### src/rtl/cu_pkg.sv
// ============================================================================
// Module   : cu_pkg
// Purpose  : Shared opcodes, state encoding, FunSel/ALU codes and the control
//            bundle used by the ALUSystem control unit.
// Revision : 1.0 - initial release
// ============================================================================
`default_nettype none

package cu_pkg;

  typedef enum logic [2:0] {
    ST_CLEAR   = 3'd0,
    ST_FETCH_H = 3'd1,
    ST_FETCH_L = 3'd2,
    ST_EXEC1   = 3'd3,
    ST_EXEC2   = 3'd4,
    ST_HALT    = 3'd5
  } state_t;

  localparam logic [3:0] c_OP_LD   = 4'h0;
  localparam logic [3:0] c_OP_ST   = 4'h1;
  localparam logic [3:0] c_OP_MOVI = 4'h2;
  localparam logic [3:0] c_OP_ADD  = 4'h3;
  localparam logic [3:0] c_OP_SUB  = 4'h4;
  localparam logic [3:0] c_OP_AND  = 4'h5;
  localparam logic [3:0] c_OP_OR   = 4'h6;
  localparam logic [3:0] c_OP_XOR  = 4'h7;
  localparam logic [3:0] c_OP_NOT  = 4'h8;
  localparam logic [3:0] c_OP_LSL  = 4'h9;
  localparam logic [3:0] c_OP_LSR  = 4'hA;
  localparam logic [3:0] c_OP_INC  = 4'hB;
  localparam logic [3:0] c_OP_DEC  = 4'hC;
  localparam logic [3:0] c_OP_BRA  = 4'hD;
  localparam logic [3:0] c_OP_BZ   = 4'hE;
  localparam logic [3:0] c_OP_HLT  = 4'hF;

  localparam logic [1:0] c_FUN_DEC  = 2'd0;
  localparam logic [1:0] c_FUN_INC  = 2'd1;
  localparam logic [1:0] c_FUN_LOAD = 2'd2;
  localparam logic [1:0] c_FUN_CLR  = 2'd3;

  localparam logic [3:0] c_ALU_PASS = 4'b0000;
  localparam logic [3:0] c_ALU_NOT  = 4'b0010;
  localparam logic [3:0] c_ALU_ADD  = 4'b0100;
  localparam logic [3:0] c_ALU_SUB  = 4'b0110;
  localparam logic [3:0] c_ALU_AND  = 4'b0111;
  localparam logic [3:0] c_ALU_OR   = 4'b1000;
  localparam logic [3:0] c_ALU_XOR  = 4'b1001;
  localparam logic [3:0] c_ALU_LSL  = 4'b1010;
  localparam logic [3:0] c_ALU_LSR  = 4'b1011;

  localparam logic [1:0] c_MUXA_IMM = 2'b00;
  localparam logic [1:0] c_MUXA_MEM = 2'b01;
  localparam logic [1:0] c_MUXA_ALU = 2'b11;
  localparam logic [1:0] c_MUXB_IMM = 2'b01;

  localparam logic [1:0] c_ARF_PC = 2'd0;
  localparam logic [1:0] c_ARF_AR = 2'd2;

  // ARF write enables are active-low: bit0 PC, bit1 AR, bit2 SP
  localparam logic [2:0] c_ARF_EN_NONE = 3'b111;
  localparam logic [2:0] c_ARF_EN_PC   = 3'b110;
  localparam logic [2:0] c_ARF_EN_AR   = 3'b101;
  localparam logic [2:0] c_ARF_EN_ALL  = 3'b000;

  typedef struct packed {
    logic [1:0] rf_outa_sel;
    logic [1:0] rf_outb_sel;
    logic [1:0] rf_fun_sel;
    logic [3:0] rf_reg_sel;
    logic [3:0] alu_fun_sel;
    logic [1:0] arf_outc_sel;
    logic [1:0] arf_outd_sel;
    logic [1:0] arf_fun_sel;
    logic [2:0] arf_reg_sel;
    logic       ir_lh;
    logic       ir_enable;
    logic [1:0] ir_funsel;
    logic       mem_wr;
    logic       mem_cs;
    logic [1:0] mux_a_sel;
    logic [1:0] mux_b_sel;
    logic       mux_c_sel;
    logic       halted;
  } ctrl_t;

  function automatic ctrl_t ctrl_idle();
    ctrl_t c;
    c             = '0;
    c.rf_reg_sel  = 4'b1111;
    c.arf_reg_sel = c_ARF_EN_NONE;
    c.mem_cs      = 1'b1;
    return c;
  endfunction

  // One-hot active-low register enable for Rd (Rd=0 -> R1 -> 4'b1110)
  function automatic logic [3:0] rd_sel(input logic [1:0] rd);
    return ~(4'b0001 << rd);
  endfunction

  function automatic logic [3:0] alu_code(input logic [3:0] op);
    logic [3:0] code;
    case (op)
      c_OP_ADD: code = c_ALU_ADD;
      c_OP_SUB: code = c_ALU_SUB;
      c_OP_AND: code = c_ALU_AND;
      c_OP_OR:  code = c_ALU_OR;
      c_OP_XOR: code = c_ALU_XOR;
      c_OP_NOT: code = c_ALU_NOT;
      c_OP_LSL: code = c_ALU_LSL;
      c_OP_LSR: code = c_ALU_LSR;
      default:  code = c_ALU_PASS;
    endcase
    return code;
  endfunction

endpackage

`default_nettype wire

### src/rtl/cu_decode.sv
// ============================================================================
// Module   : cu_decode
// Purpose  : Combinational map from (state, instruction, Z) to the full
//            datapath control bundle.
// Revision : 1.0 - initial release
// ============================================================================
`default_nettype none

module cu_decode
  import cu_pkg::*;
(
  input  state_t     i_state,
  input  logic       i_reset,
  input  logic [7:0] i_ir_hi,
  input  logic       i_z,
  output ctrl_t      o_ctrl
);

  logic [3:0] w_op;
  logic [1:0] w_rd;
  logic [1:0] w_rs;

  assign w_op = i_ir_hi[7:4];
  assign w_rd = i_ir_hi[3:2];
  assign w_rs = i_ir_hi[1:0];

  always_comb begin
    o_ctrl = ctrl_idle();
    // Reset overrides everything so no partial write lands mid-instruction
    if (!i_reset) begin
      case (i_state)
        ST_CLEAR: begin
          o_ctrl.rf_reg_sel  = 4'b0000;
          o_ctrl.arf_reg_sel = c_ARF_EN_ALL;
          o_ctrl.rf_fun_sel  = c_FUN_CLR;
          o_ctrl.arf_fun_sel = c_FUN_CLR;
        end

        ST_FETCH_H, ST_FETCH_L: begin
          o_ctrl.arf_outd_sel = c_ARF_PC;
          o_ctrl.mem_cs       = 1'b0;
          o_ctrl.mem_wr       = 1'b0;
          o_ctrl.ir_enable    = 1'b1;
          o_ctrl.ir_lh        = (i_state == ST_FETCH_L);
          o_ctrl.ir_funsel    = c_FUN_LOAD;
          o_ctrl.arf_reg_sel  = c_ARF_EN_PC;
          o_ctrl.arf_fun_sel  = c_FUN_INC;
        end

        ST_EXEC1: begin
          case (w_op)
            c_OP_LD, c_OP_ST: begin
              o_ctrl.mux_b_sel   = c_MUXB_IMM;
              o_ctrl.arf_fun_sel = c_FUN_LOAD;
              o_ctrl.arf_reg_sel = c_ARF_EN_AR;
            end
            c_OP_MOVI: begin
              o_ctrl.mux_a_sel  = c_MUXA_IMM;
              o_ctrl.rf_fun_sel = c_FUN_LOAD;
              o_ctrl.rf_reg_sel = rd_sel(w_rd);
            end
            c_OP_ADD, c_OP_SUB, c_OP_AND, c_OP_OR, c_OP_XOR,
            c_OP_NOT, c_OP_LSL, c_OP_LSR: begin
              o_ctrl.rf_outa_sel = w_rd;
              o_ctrl.rf_outb_sel = w_rs;
              o_ctrl.alu_fun_sel = alu_code(w_op);
              o_ctrl.mux_c_sel   = 1'b1;
              o_ctrl.mux_a_sel   = c_MUXA_ALU;
              o_ctrl.rf_fun_sel  = c_FUN_LOAD;
              o_ctrl.rf_reg_sel  = rd_sel(w_rd);
            end
            c_OP_INC: begin
              o_ctrl.rf_fun_sel = c_FUN_INC;
              o_ctrl.rf_reg_sel = rd_sel(w_rd);
            end
            c_OP_DEC: begin
              o_ctrl.rf_fun_sel = c_FUN_DEC;
              o_ctrl.rf_reg_sel = rd_sel(w_rd);
            end
            c_OP_BRA: begin
              o_ctrl.mux_b_sel   = c_MUXB_IMM;
              o_ctrl.arf_fun_sel = c_FUN_LOAD;
              o_ctrl.arf_reg_sel = c_ARF_EN_PC;
            end
            c_OP_BZ: begin
              if (i_z) begin
                o_ctrl.mux_b_sel   = c_MUXB_IMM;
                o_ctrl.arf_fun_sel = c_FUN_LOAD;
                o_ctrl.arf_reg_sel = c_ARF_EN_PC;
              end
            end
            default: begin
            end
          endcase
        end

        ST_EXEC2: begin
          case (w_op)
            c_OP_LD: begin
              o_ctrl.arf_outd_sel = c_ARF_AR;
              o_ctrl.mem_cs       = 1'b0;
              o_ctrl.mux_a_sel    = c_MUXA_MEM;
              o_ctrl.rf_fun_sel   = c_FUN_LOAD;
              o_ctrl.rf_reg_sel   = rd_sel(w_rd);
            end
            c_OP_ST: begin
              o_ctrl.arf_outd_sel = c_ARF_AR;
              o_ctrl.rf_outa_sel  = w_rd;
              o_ctrl.mux_c_sel    = 1'b1;
              o_ctrl.alu_fun_sel  = c_ALU_PASS;
              o_ctrl.mem_cs       = 1'b0;
              o_ctrl.mem_wr       = 1'b1;
            end
            default: begin
            end
          endcase
        end

        ST_HALT: begin
          o_ctrl.halted = 1'b1;
        end

        default: begin
        end
      endcase
    end
  end

endmodule

`default_nettype wire

### src/rtl/control_unit.sv
// ============================================================================
// Module   : control_unit
// Purpose  : Hardwired sequencer for the 8-bit ALUSystem: state register and
//            next-state logic; control lines come from cu_decode.
// Revision : 1.0 - initial release
// ============================================================================
`default_nettype none

module control_unit
  import cu_pkg::*;
#(
  parameter int CLEAR_ON_RESET = 1
) (
  input  logic        Clock,
  input  logic        Reset,
  input  logic [15:0] IR_Out,
  input  logic [3:0]  ALU_Flags,
  output logic [1:0]  RF_OutASel,
  output logic [1:0]  RF_OutBSel,
  output logic [1:0]  RF_FunSel,
  output logic [3:0]  RF_RegSel,
  output logic [3:0]  ALU_FunSel,
  output logic [1:0]  ARF_OutCSel,
  output logic [1:0]  ARF_OutDSel,
  output logic [1:0]  ARF_FunSel,
  output logic [2:0]  ARF_RegSel,
  output logic        IR_LH,
  output logic        IR_Enable,
  output logic [1:0]  IR_Funsel,
  output logic        Mem_WR,
  output logic        Mem_CS,
  output logic [1:0]  MuxASel,
  output logic [1:0]  MuxBSel,
  output logic        MuxCSel,
  output logic        Halted,
  output logic [2:0]  State
);

  localparam state_t c_RESET_STATE = (CLEAR_ON_RESET != 0) ? ST_CLEAR : ST_FETCH_H;

  state_t r_state;
  ctrl_t  w_ctrl;
  logic   w_unused;

  // Immediate bits are routed by the datapath muxes, not by this block
  assign w_unused = ^{IR_Out[7:0], ALU_Flags[3:1]};

  always_ff @(posedge Clock) begin
    if (Reset) begin
      r_state <= c_RESET_STATE;
    end else begin
      case (r_state)
        ST_CLEAR:   r_state <= ST_FETCH_H;
        ST_FETCH_H: r_state <= ST_FETCH_L;
        ST_FETCH_L: r_state <= ST_EXEC1;
        ST_EXEC1: begin
          case (IR_Out[15:12])
            c_OP_LD, c_OP_ST: r_state <= ST_EXEC2;
            c_OP_HLT:         r_state <= ST_HALT;
            default:          r_state <= ST_FETCH_H;
          endcase
        end
        ST_EXEC2:   r_state <= ST_FETCH_H;
        ST_HALT:    r_state <= ST_HALT;
        default:    r_state <= ST_FETCH_H;
      endcase
    end
  end

  cu_decode u_decode (
    .i_state (r_state),
    .i_reset (Reset),
    .i_ir_hi (IR_Out[15:8]),
    .i_z     (ALU_Flags[0]),
    .o_ctrl  (w_ctrl)
  );

  assign RF_OutASel  = w_ctrl.rf_outa_sel;
  assign RF_OutBSel  = w_ctrl.rf_outb_sel;
  assign RF_FunSel   = w_ctrl.rf_fun_sel;
  assign RF_RegSel   = w_ctrl.rf_reg_sel;
  assign ALU_FunSel  = w_ctrl.alu_fun_sel;
  assign ARF_OutCSel = w_ctrl.arf_outc_sel;
  assign ARF_OutDSel = w_ctrl.arf_outd_sel;
  assign ARF_FunSel  = w_ctrl.arf_fun_sel;
  assign ARF_RegSel  = w_ctrl.arf_reg_sel;
  assign IR_LH       = w_ctrl.ir_lh;
  assign IR_Enable   = w_ctrl.ir_enable;
  assign IR_Funsel   = w_ctrl.ir_funsel;
  assign Mem_WR      = w_ctrl.mem_wr;
  assign Mem_CS      = w_ctrl.mem_cs;
  assign MuxASel     = w_ctrl.mux_a_sel;
  assign MuxBSel     = w_ctrl.mux_b_sel;
  assign MuxCSel     = w_ctrl.mux_c_sel;
  assign Halted      = w_ctrl.halted;
  assign State       = r_state;

endmodule

`default_nettype wire

### config.mk
export PLATFORM = sky130hd
export DESIGN_NAME = control_unit
export DESIGN_NICKNAME = d
export VERILOG_FILES = /design/src/rtl/cu_pkg.sv /design/src/rtl/cu_decode.sv /design/src/rtl/control_unit.sv
export SDC_FILE = /design/constraint.sdc
export NUM_CORES = 1
export LEC_CHECK = 0
export CORE_ASPECT_RATIO = 1.5
export CORE_UTILIZATION = 37
export DETAILED_ROUTE_END_ITERATION = 6
export MAX_ROUTING_LAYER = met4
export PLACE_DENSITY = 0.84
export SLEW_MARGIN = 30
export SYNTH_ARGS = -nofsm -noshare
export SYNTH_HDL_FRONTEND = slang
export SYNTH_SLANG_ARGS = --single-unit
### constraint.sdc
create_clock -name Clock -period 2.7 [get_ports Clock]
set_input_delay 0.405 -clock Clock [delete_from_list [all_inputs] [get_ports Clock]]
set_output_delay 0.405 -clock Clock [all_outputs]
set_load 0.05 [all_outputs]
==> Implementation_results.wiki, run 1 <==
{| class="wikitable"
! Metric !! Value
|-
| Highest attainable clock frequency || 394 MHz
|-
| Total number of nets in the final design || 203
|-
| Worst setup slack after layout || 0.162 ns
|-
| Element type at the critical path end || primary output
|-
| Fill cell count || 168
|-
| Static leakage || 0.685 nW
|-
| Combinational family with the most area after synthesis || simple AND/OR/NAND/NOR gates
|-
| Vias after detailed routing || 1,082
|-
| Actual transition at the worst max-transition pin || roughly 0.5 ns
|-
| Post-detailed-route DRC marker count || 0
|-
| Max-slew headroom || 66.4%
|-
| Share of async-settable or async-resettable flops after synthesis || 0%
|-
| Post-Route Skew || around 0.0075 ns
|-
| Via-per-instance ratio || 5.49
|-
| Adder-cell area share of the yosys netlist || 7.53%
|-
| Post-Synthesis Cells || 124
|-
| PnR Total Power || around 0.55 mW
|-
| Number of clock buffers inserted by TritonCTS || 3
|-
| Via count of the first global-routing pass || 1,018
|-
| Outcome || finished, final reports clean
|-
| Cell taking the most area after synthesis || sky130_fd_sc_hd__nor2_1
|-
| Insertion delay to the later sink of the worst-skew pair || 0.25 ns
|-
| Class of the most critical setup path || in2out
|-
| Ordered list of cells on the worst path || dlygate4sd2_1 -> inv_1 -> ha_1 -> buf_4 -> nor2_1 -> o2bb2ai_2 -> nor3_1 -> o211ai_1 -> buf_12
|-
| RSZ-0062 raised after global routing || no
|-
| Reg2Reg Depth || 3
|-
| Simple logic cell fraction of the synthesized area || 35.1%
|-
| Number of antenna violations at the first check in global routing || 0
|-
| Antenna-violating nets left || 0
|-
| Aggregate global routing overflow || 0
|-
| Minimum setup slack after placement || -0.100 ns
|-
| Largest net degree at the start of global routing || 13
|-
| Critical-path maximum fanout || 5
|-
| Starting utilization of the core area || 40.0%
|-
| Most utilized layer in the global route result || met2
|-
| Core Box Area || 2080 sq um
|-
| Pins Over Slew Limit || 0
|-
| Die H || 60.0 um
|-
| Mean routed wirelength per cell || 13.8 um
|-
| Number of hold buffers added after CTS || 0
|-
| Synth Area per Inst || 6.70 sq um
|-
| CTS clock-pin slew for the worst setup and hold paths || roughly 0.040 ns
|-
| Startpoint of the most critical register-to-register path || State[1]
|-
| Number of H-tree branching levels || 1
|-
| Global Route met1 Usage || 21.8%
|-
| Total of endpoints with negative setup slack in the final report || 0
|-
| CP max-delay cell || sky130_fd_sc_hd__dlygate4sd2_1
|-
| Post-Synthesis Cell Area || 831 sq um
|-
| Ranking of synthesized cells by area || sky130_fd_sc_hd__nor2_1 11%, sky130_fd_sc_hd__ha_1 7.5%, sky130_fd_sc_hd__dfxtp_1 7.2%, sky130_fd_sc_hd__nand2_1 6.3%, sky130_fd_sc_hd__o21ai_0 5.4%
|-
| CP Data Arrival Time || 2.13 ns
|-
| Count of unique library cells instantiated by Yosys || 43
|-
| Count of cells along the worst hold path || 1
|-
| Wire length after detailed routing || 2.72 mm
|-
| Placement Rows || 20
|-
| Clock root buffer master || sky130_fd_sc_hd__clkbuf_4
|-
| Number of enable-type register cells in the synthesized netlist || 0
|-
| Worst Setup SP || IR_Out[12]
|-
| Iter 0 DRT Violations || 45
|-
| Area fraction of the dominant cell type after synthesis || about 11%
|-
| Area of the die || roughly 2400 sq um
|-
| Wire length of the first global-routing pass || about 4.1 mm
|-
| Floorplan die width || just over 40 um
|-
| Hold wc startpoint || State[0]
|-
| Number of placed I/O pins || 60
|-
| Share of the synthesized area in compound gates (AO/OA/AOI/OAI) || 28.8%
|-
| Number of max-capacitance violations reported || 0
|-
| Tightest Hold Check Type || reg2reg
|-
| TritonCTS clock tree || built
|-
| Total global routing track utilization || roughly 25%
|-
| Flop and latch count out of synthesis || 3
|-
| HPWL after detailed placement || around 2.2 mm
|-
| Number of hold violations in the final report || 0
|-
| Seq/Total Area, Yosys || 7.23%
|-
| Pre-antenna DRT Iters || 4
|-
| Area grow syn2layout || 77.7%
|-
| Commonest cells after routing, fill and taps aside || 25 x sky130_fd_sc_hd__buf_4, 24 x sky130_fd_sc_hd__nor2_1, 16 x sky130_fd_sc_hd__buf_12
|-
| Count of synthesis-stage warnings from yosys || 0
|-
| Final weighted congestion in routability-driven placement || 0.832
|-
| Pwr per Cell Area || about 370 nW/um^2
|-
| Ratio of cells with drive above 1 in the final layout || 34.3%
|-
| Diodes inserted || 0
|-
| Kind of start point of the critical path || primary input
|-
| Met3 demand-to-capacity share in global routing || 3.35%
|-
| Maximum clock insertion buffer count || 2
|-
| Met2 GRT Util || 45.6%
|-
| Final cycle utilization of the critical path || 94.0%
|-
| Worst VDD drop || 202 uV
|-
| Most frequent standard cell in the layout excluding fill and tap cells || sky130_fd_sc_hd__buf_4
|-
| Sinks on Clock Net || 3
|-
| Multiplexer share of the synthesized area || 1.20%
|-
| Max FFs per register || 3
|-
| Port Buffer Count || 43
|-
| Worst Path Required || around 2.3 ns
|-
| XOR/XNOR Fraction of Synth Area || 1.05%
|-
| Largest stage delay on the critical path || 0.30 ns
|-
| Post-layout utilization of the core || a little under three quarters
|-
| Time the worst path needs with I/O delays and setup || roughly 2.5 ns
|-
| Main synth FF type || sky130_fd_sc_hd__dfxtp_1
|}
-- final cells by class --
class / count / area, sq um / area share (%)
clock buffer: 4 / 26.3 / 1.78
tap: 22 / 27.5 / 1.86
inverter: 9 / 33.8 / 2.29
sequential: 3 / 60.1 / 4.07
timing repair buffer: 56 / 661 / 44.7
multi-input combinational: 103 / 668 / 45.3
-- metrics by stage --
step | cell area, sq um | cells | setup TNS (ns) | hold WS [ns]
global placement | 1420 | 193 | -0.00388 | 0.615
detailed placement | 1420 | 193 | -0.698 | 0.651
floorplan | 853 | 128 | 0 | 0.474
global route | 1480 | 197 | 0 | 0.705
CTS | 1470 | 197 | 0 | 0.653
finish | 1480 | 197 | 0 | 0.663
-- per-layer routing --
| layer | share of wire (%) | up-vias |
|---|---|---|
| met5 | 0 | - |
| met4 | 2.5 | 0 |
| met3 | 4.8 | 10 |
| met2 | 60 | 62 |
| met1 | 33 | 497 |
| li1 | - | 513 |
-- repair_timing --
item                                    CTS  global route
pin swaps                                 1             0
gates cloned                              0             0
setup buffers                             0             0
gates resized for setup                   5             4
endpoints found under the setup margin   16            17
-- path summary, 6_finish.rpt --
path	to	slack, ns
max	RF_RegSel[0]	0.16
max reg2reg	State[2]	1.62
min	State[0]	0.66
min reg2reg	State[0]	0.66
-- synth_stat cells, drive strengths merged (3+ instances only) --
library cell  count
nor2             25
nand2            14
o21ai            11
buf              10
inv               9
ha                5
a21oi             4
nor3              4
o211ai            4
a22oi             3
clkbuf            3
dfxtp             3
-- cell families (layout without fill, tap and decap cells) --
kind of cell	count (synthesis)	after routing
simple gates	57	57
compound gates	34	34
buf+inv	22	69
fa+ha+maj	5	5
flops	3	3
other cells	1	5
xor+xnor	1	1
mux	1	1
-- worst max-delay path, delay by kind of cell --
family          cells  cell delay, ns
buf+inv             4            0.74
compound gates      2            0.47
simple gates        2            0.26
fa+ha+maj           1            0.25
-- where the power goes --
part / switching [mW] / internal, mW / total (mW)
clock network: 0.0313 / 0.0559 / 0.0872
logic: 0.234 / 0.164 / 0.399
registers: 0.0133 / 0.0486 / 0.0619
total: 0.279 / 0.269 / 0.548
No activity file was read; power rests on OpenSTA's default activity.
==> run 2: changes to the inputs <==
--- a/config.mk
+++ b/config.mk
@@ -5,6 +5,7 @@
 export SDC_FILE = /design/constraint.sdc
 export NUM_CORES = 1
 export LEC_CHECK = 0
+export CAP_MARGIN = 20
 export CORE_ASPECT_RATIO = 1.5
 export CORE_UTILIZATION = 37
 export DETAILED_ROUTE_END_ITERATION = 6
==> results of run 2 <==
No change in the layout: final DEF, timing and power equal those of run 1.
==> run 3: changes to the inputs <==
--- a/config.mk
+++ b/config.mk
@@ -8,6 +8,7 @@
 export CAP_MARGIN = 20
 export CORE_ASPECT_RATIO = 1.5
 export CORE_UTILIZATION = 37
+export CTS_CLUSTER_SIZE = 14
 export DETAILED_ROUTE_END_ITERATION = 6
 export MAX_ROUTING_LAYER = met4
 export PLACE_DENSITY = 0.84
==> results of run 3 <==
No change in the layout: final DEF, timing and power equal those of run 1.
